### src/rtl/raymarch_frame_scheduler_pkg.sv
// raymarch_sched_pkg: shared FSM states, default frame geometry and PIO word offsets for the frame scheduler
package raymarch_sched_pkg;
  typedef enum logic [2:0] {IDLE, LATCH, DISPATCH, DRAIN, DONE} state_t;
  localparam int H_RES_DEF = 640;
  localparam int V_RES_DEF = 480;
  localparam int PIO_W = 32;
  localparam int CFG_W_DEF = 17 * PIO_W;
  localparam int EYE_X_OFF = 16 * PIO_W;
  localparam int EYE_Y_OFF = 15 * PIO_W;
  localparam int EYE_Z_OFF = 14 * PIO_W;
  localparam int RED_OFF = 4 * PIO_W;
  localparam int GREEN_OFF = 3 * PIO_W;
  localparam int BLUE_OFF = 2 * PIO_W;
  localparam int FOG_OFF = 1 * PIO_W;
  localparam int COLOR_EN_OFF = 0;
  // lookat_r_c words follow eye_z in row-major order, so lookat_1_1 sits at word 13
  function automatic int lookat_off(input int r, input int c);
    return (13 - 3 * (r - 1) - (c - 1)) * PIO_W;
  endfunction
endpackage

### src/rtl/raymarch_frame_scheduler_rr_arbiter.sv
// rr_arbiter: one-hot round-robin grant, searching upward from ptr with wraparound
module rr_arbiter #(
  parameter int N = 4,
  localparam int PW = N > 1 ? $clog2(N) : 1
) (
  input  logic [N-1:0]  req,
  input  logic [PW-1:0] ptr,
  output logic [N-1:0]  grant,
  output logic [PW-1:0] idx
);
  // scan farthest-first so the nearest requester to ptr is the last (winning) write
  always_comb begin
    grant = '0;
    idx = '0;
    for (int i = N - 1; i >= 0; i--)
      if (req[(int'(ptr) + i) % N]) begin
        grant = N'(1) << ((int'(ptr) + i) % N);
        idx = PW'((int'(ptr) + i) % N);
      end
  end
endmodule

### src/rtl/raymarch_frame_scheduler.sv
// raymarch_frame_scheduler: per-frame config snapshot, round-robin pixel job dispatch
// and round-robin result arbitration onto the single framebuffer write port.
module raymarch_frame_scheduler
  import raymarch_sched_pkg::*;
#(
  parameter int NUM_CORES = 4,
  parameter int H_RES = H_RES_DEF,
  parameter int V_RES = V_RES_DEF,
  parameter int X_W = 10,
  parameter int Y_W = 9,
  parameter int COLOR_W = 8,
  parameter int ADDR_W = 19,
  parameter int CFG_W = CFG_W_DEF,
  parameter int OUT_W = 8
) (
  input  logic                           clk,
  input  logic                           reset_n,
  input  logic                           run,
  input  logic [CFG_W-1:0]               cfg_in,
  output logic [CFG_W-1:0]               cfg_shadow,
  output logic [NUM_CORES-1:0]           job_valid,
  input  logic [NUM_CORES-1:0]           job_ready,
  output logic [X_W-1:0]                 job_x,
  output logic [Y_W-1:0]                 job_y,
  input  logic [NUM_CORES-1:0]           res_valid,
  output logic [NUM_CORES-1:0]           res_ready,
  input  logic [NUM_CORES*X_W-1:0]       res_x,
  input  logic [NUM_CORES*Y_W-1:0]       res_y,
  input  logic [NUM_CORES*COLOR_W-1:0]   res_color,
  output logic                           fb_we,
  output logic [ADDR_W-1:0]              fb_addr,
  output logic [COLOR_W-1:0]             fb_wdata,
  output logic                           busy,
  output logic                           frame_done,
  output logic [15:0]                    frame_count
);
  localparam int PW = NUM_CORES > 1 ? $clog2(NUM_CORES) : 1;
  state_t state, state_n;
  logic [PW-1:0] dptr, rptr, didx, ridx;
  logic [NUM_CORES-1:0] dgrant, rgrant;
  logic [OUT_W-1:0] outstanding;
  logic issue, accept, x_last, last_px;
  logic [X_W-1:0] rx;
  logic [Y_W-1:0] ry;
  logic [COLOR_W-1:0] rc;

  function automatic logic [PW-1:0] next_ptr(input logic [PW-1:0] i);
    return i == PW'(NUM_CORES - 1) ? '0 : i + 1'b1;
  endfunction

  rr_arbiter #(.N(NUM_CORES)) u_dispatch_arb (
    .req(job_ready), .ptr(dptr), .grant(dgrant), .idx(didx)
  );
  // results are refused while reset is held so no accept can leak out of reset
  rr_arbiter #(.N(NUM_CORES)) u_result_arb (
    .req(res_valid & {NUM_CORES{reset_n}}), .ptr(rptr), .grant(rgrant), .idx(ridx)
  );

  assign job_valid = state == DISPATCH ? dgrant : '0;
  assign res_ready = rgrant;
  assign issue = |job_valid;
  assign accept = |rgrant;
  assign x_last = job_x == X_W'(H_RES - 1);
  assign last_px = x_last && job_y == Y_W'(V_RES - 1);
  assign busy = state != IDLE;
  assign frame_done = state == DONE;
  assign rx = res_x[ridx*X_W +: X_W];
  assign ry = res_y[ridx*Y_W +: Y_W];
  assign rc = res_color[ridx*COLOR_W +: COLOR_W];

  always_comb begin
    state_n = state;
    case (state)
      IDLE:     state_n = run ? LATCH : IDLE;
      LATCH:    state_n = DISPATCH;
      DISPATCH: state_n = issue && last_px ? DRAIN : DISPATCH;
      DRAIN:    state_n = outstanding == '0 ? DONE : DRAIN;
      default:  state_n = IDLE;
    endcase
  end

  always_ff @(posedge clk) begin
    if (!reset_n) begin
      state <= IDLE;
      cfg_shadow <= '0;
      job_x <= '0;
      job_y <= '0;
      dptr <= '0;
      rptr <= '0;
      outstanding <= '0;
      fb_we <= 1'b0;
      fb_addr <= '0;
      fb_wdata <= '0;
      frame_count <= '0;
    end else begin
      state <= state_n;
      if (state == LATCH) begin
        cfg_shadow <= cfg_in;
        job_x <= '0;
        job_y <= '0;
      end
      if (issue) begin
        dptr <= next_ptr(didx);
        job_x <= x_last ? '0 : job_x + 1'b1;
        if (x_last) job_y <= job_y + 1'b1;
      end
      if (accept) begin
        rptr <= next_ptr(ridx);
        fb_addr <= ADDR_W'(ry) * ADDR_W'(H_RES) + ADDR_W'(rx);
        fb_wdata <= rc;
      end
      // a simultaneous issue and accept cancel out
      if (issue != accept) outstanding <= issue ? outstanding + 1'b1 : outstanding - 1'b1;
      fb_we <= accept;
      if (state == DONE) frame_count <= frame_count + 1'b1;
    end
  end
endmodule

### config.mk
export PLATFORM = sky130hd
export DESIGN_NAME = raymarch_frame_scheduler
export DESIGN_NICKNAME = d
export VERILOG_FILES = /design/src/rtl/raymarch_frame_scheduler_pkg.sv /design/src/rtl/raymarch_frame_scheduler_rr_arbiter.sv /design/src/rtl/raymarch_frame_scheduler.sv
export SDC_FILE = /design/constraint.sdc
export NUM_CORES = 1
export LEC_CHECK = 0
export CAP_MARGIN = 25
export CORE_AREA = 2 2 502 504
export DETAILED_ROUTE_END_ITERATION = 10
export DIE_AREA = 0 0 504 506
export PLACE_DENSITY = 0.35
export SLEW_MARGIN = 0
export SYNTH_ARGS = -nofsm -noshare
export SYNTH_HDL_FRONTEND = slang
export SYNTH_SLANG_ARGS = --single-unit
### constraint.sdc
create_clock -name clk -period 17.9 [get_ports clk]
set_clock_uncertainty 0.05 [all_clocks]
set_input_delay 3.58 -clock clk [delete_from_list [all_inputs] [get_ports clk]]
set_output_delay 3.58 -clock clk [all_outputs]
set_load 0.05 [all_outputs]
==> summary.md <==
| Metric | Value |
|---|---|
| Pwr dens | 123 nW/um^2 |
| Chip Width | 504 um |
| Startpoint types | input port |
| Post-DP HPWL | 136000 um |
| Hold Crit Class | reg -> reg |
| PostCTS Resize Cnt | 0 |
| CTS tree | done |
| Num CTS Buffers | 90 |
| Routed len/inst | 22.0 um |
| Register area share after synthesis | 0.511 |
| Total wire length | around 170000 um |
| Fin crit period | 10110 ps |
| DIE AREA | 255000 um^2 |
| Initial DRC Count | between 1000 and 1500 |
| R2R Setup Slk | 11880 ps |
| Worst-Margin Slew | 1160 ps |
| Unique masters post-synth | approximately 60 |
| Leakage Power | around 15 nW |
| Slew Limit Headroom | 0.222 |
| Synthesized area | 24400 um^2 |
| Mapped Cells | 3092 |
| Mapped Avg Cell Area | slightly below 8 um^2 |
| Core area | 250000 um^2 |
| Routed Antenna Nets | 0 |
| Final Slew Violations | 0 |
| Via-to-Cell Ratio | 3.41 |
| CP Max Fanout | 10 |
| Clk buf depth | 3 |
| CTS Hold Bufs | 0 |
| Port bufs | 1279 |
| Chip height | ~510 um |
| CP Capture Type | output port |
| Pin count of the biggest net entering global routing | 163 |
| Critical-path cell list | clkdlybuf4s50_1 -> mux4_2 -> a21oi_1 -> o211ai_1 -> o221ai_1 -> clkdlybuf4s50_1 |
| Maxcap violations | 0 |
| DRC viols | 0 |
| H-tree Lvls | 3 |
| Total gr overflow | 0 |
| Crit path max-delay family | buffers and inverters |
| Final net count | 4989 |
| WP buf/inv | 2 |
| Crit-path max cell delay | 940 ps |
| Setup TNS | 0 ps |
| Post-synthesis async set-or-reset flop share | 0 |
| Area Overhead vs Synth | 83.2% |
| Vias in the first global route | 25886 |
| Clock sink count | 622 |
| First-pass GRT wire length | approximately 230000 um |
| Peak supply drop | slightly above 0.07 mV |
| Synth Register Bits | roughly 620 |
| WS Path Type | in -> out |
| Worst Path Arrival | 6480 ps |
| Reg clk slew, reported paths | 60 ps |
| Initial antenna violation count | 63 |
| Most frequent CP cell | clkdlybuf4s50_1 |
| Most frequently used flop master after synthesis | dfxtp_1 |
| Final setup vio count | 0 |
| Final hold viol count | 0 |
| Fin util | 0.179 |
| DRT Pass-1 Iters | 5 |
| Final RePlAce weighted congestion | 0.882 |
| GRT Total Usage | 0.127 |
| Layout cells sized above 1 | 0.0591 |
| Clock Latency Late Sink | between 700 and 800 ps |
| Starting Density | 0.0975 |
| DR vias | 26362 |
| Outcome | finished clean |
| RSZ-0062 raised after global routing | no |
| # fillers | approximately 28000 |
| Boundary Pins | between 1000 and 1500 |
| CP Data Required Time | 14270 ps |
| Clk root buf | clkbuf_16 |
| F_max | 98.9 MHz |
| Yosys warning count | 0 |
| Tcrit/Tclk final | 0.565 |
| Hold WS | 402 ps |
| Cell Rows | approximately 180 |
| Syn Nets | 3792 |
| Post-synth EDFFs | 0 |
| Post-CTS Setup Bufs | 0 |
| Pre-CTS WS | 7830 ps |
| Slowest CP cell | clkdlybuf4s50_1 |
| Final WS setup | 7790 ps |
state kept, by name, indices dropped and copies added (netlist names):
name	count
job_x	10
frame_count	16
state	3
fb_addr	19
job_y	9
dptr	2
cfg_shadow	544
fb_wdata	8
rptr	2
fb_we	1
outstanding	8
worst register-to-register path: stages, from the launching register on:
cell and delay (ps):
dfxtp_1 680, inv_1 310, ha_1 540, mux2i_1 150, mux2_2 340, a211oi_1 240, a21o_2 120, buf_4 510
mux2i_1 210, mux2i_1 310, ha_1 300, ha_1 240, fa_1 430, a211oi_1 290, o21bai_1 130, a21oi_1 350
nand3b_1 160, o2111ai_1 100, mux2i_1 180, xor2_1 180, o21ai_0 110
per-layer routing:
layer	routed length, um	GRT usage	vias to the layer above	part of all wire
li1	-	-	12619	-
met1	65700	0.140	12281	0.39
met2	74800	0.197	1178	0.44
met3	20900	0.0719	256	0.12
met4	8940	0.0637	28	0.052
met5	190	0	-	0.0011
layout by cell type (no fill, tap or decap), types with 16 or more instances in the layout:
cell             count
nand2_1           1165
clkinv_2            24
diode_2             20
dfxtp_1            622
buf_4               28
o211ai_1            19
mux2i_1             52
a21oi_1            605
clkbuf_16           92
nand3_1             31
mux2_2              24
inv_1               16
and3_1              20
clkdlybuf4s50_1   1270
xor2_1              20
ha_1                34
o21ai_0             22
buf_16              27
nor2_1              64
cell families after synthesis:
family,share of synthesized area
buffers and inverters,0.0396
adder cells (fa/ha/maj),0.0199
flip-flops,0.511
multiplexers,0.0383
XOR/XNOR,0.0137
AO/OA/AOI/OAI,0.153
AND/OR/NAND/NOR,0.224
layout make-up:
type / count / area (um^2) / area share
Sequential cell: 622 / 12500 / 0.279
Inverter: 18 / 80.1 / 0.00179
Clock buffer: 119 / 2550 / 0.0572
Tap cell: 3348 / 4190 / 0.0938
Antenna cell: 20 / 50.0 / 0.00112
Clock inverter: 49 / 614 / 0.0138
Multi-Input combinational cell: 2227 / 11000 / 0.245
Timing Repair Buffer: 1330 / 13800 / 0.308
through the flow:
step / std cells / total power, mW / cell area [um^2]
after floorplan: 3092 / 2.90 / 24400
after global placement: 7518 / 3.61 / 40700
after detailed placement: 7544 / 3.62 / 41400
after CTS: 7712 / 5.63 / 44600
after global routing: 7720 / 5.84 / 44600
final: 7733 / 5.50 / 44700
worst paths after layout:
check                                     start         endpoint  cells past startpoint
worst min register to register  cfg_shadow[403]  cfg_shadow[403]                      2
worst max-delay path               res_valid[1]     res_ready[1]                      6
worst max register to register          rptr[0]      fb_addr[17]                     20
worst min-delay path            cfg_shadow[403]  cfg_shadow[403]                      2
power breakdown:
part	total, mW	internal (mW)	switching [mW]
logic	1.98	0.751	1.23
clock network	1.94	1.15	0.782
registers	1.59	1.50	0.0867
total	5.50	3.41	2.10
cell usage after synthesis (15+ instances only):
cell | n | area [um^2]
buf_1 | 19 | 71.3
o21ai_0 | 22 | 110
mux2i_1 | 52 | 521
nand3_1 | 31 | 155
xnor2_1 | 15 | 131
a21oi_1 | 605 | 3030
dfxtp_1 | 622 | 12500
nand2b_1 | 15 | 93.8
inv_1 | 17 | 63.8
and3_1 | 20 | 125
nand2_1 | 1166 | 4380
mux2_2 | 24 | 270
o211ai_1 | 19 | 143
xor2_1 | 20 | 175
ha_1 | 34 | 425
nor2_1 | 64 | 240
clkbuf_1 | 188 | 706
Power figures use the tool's default switching activity.
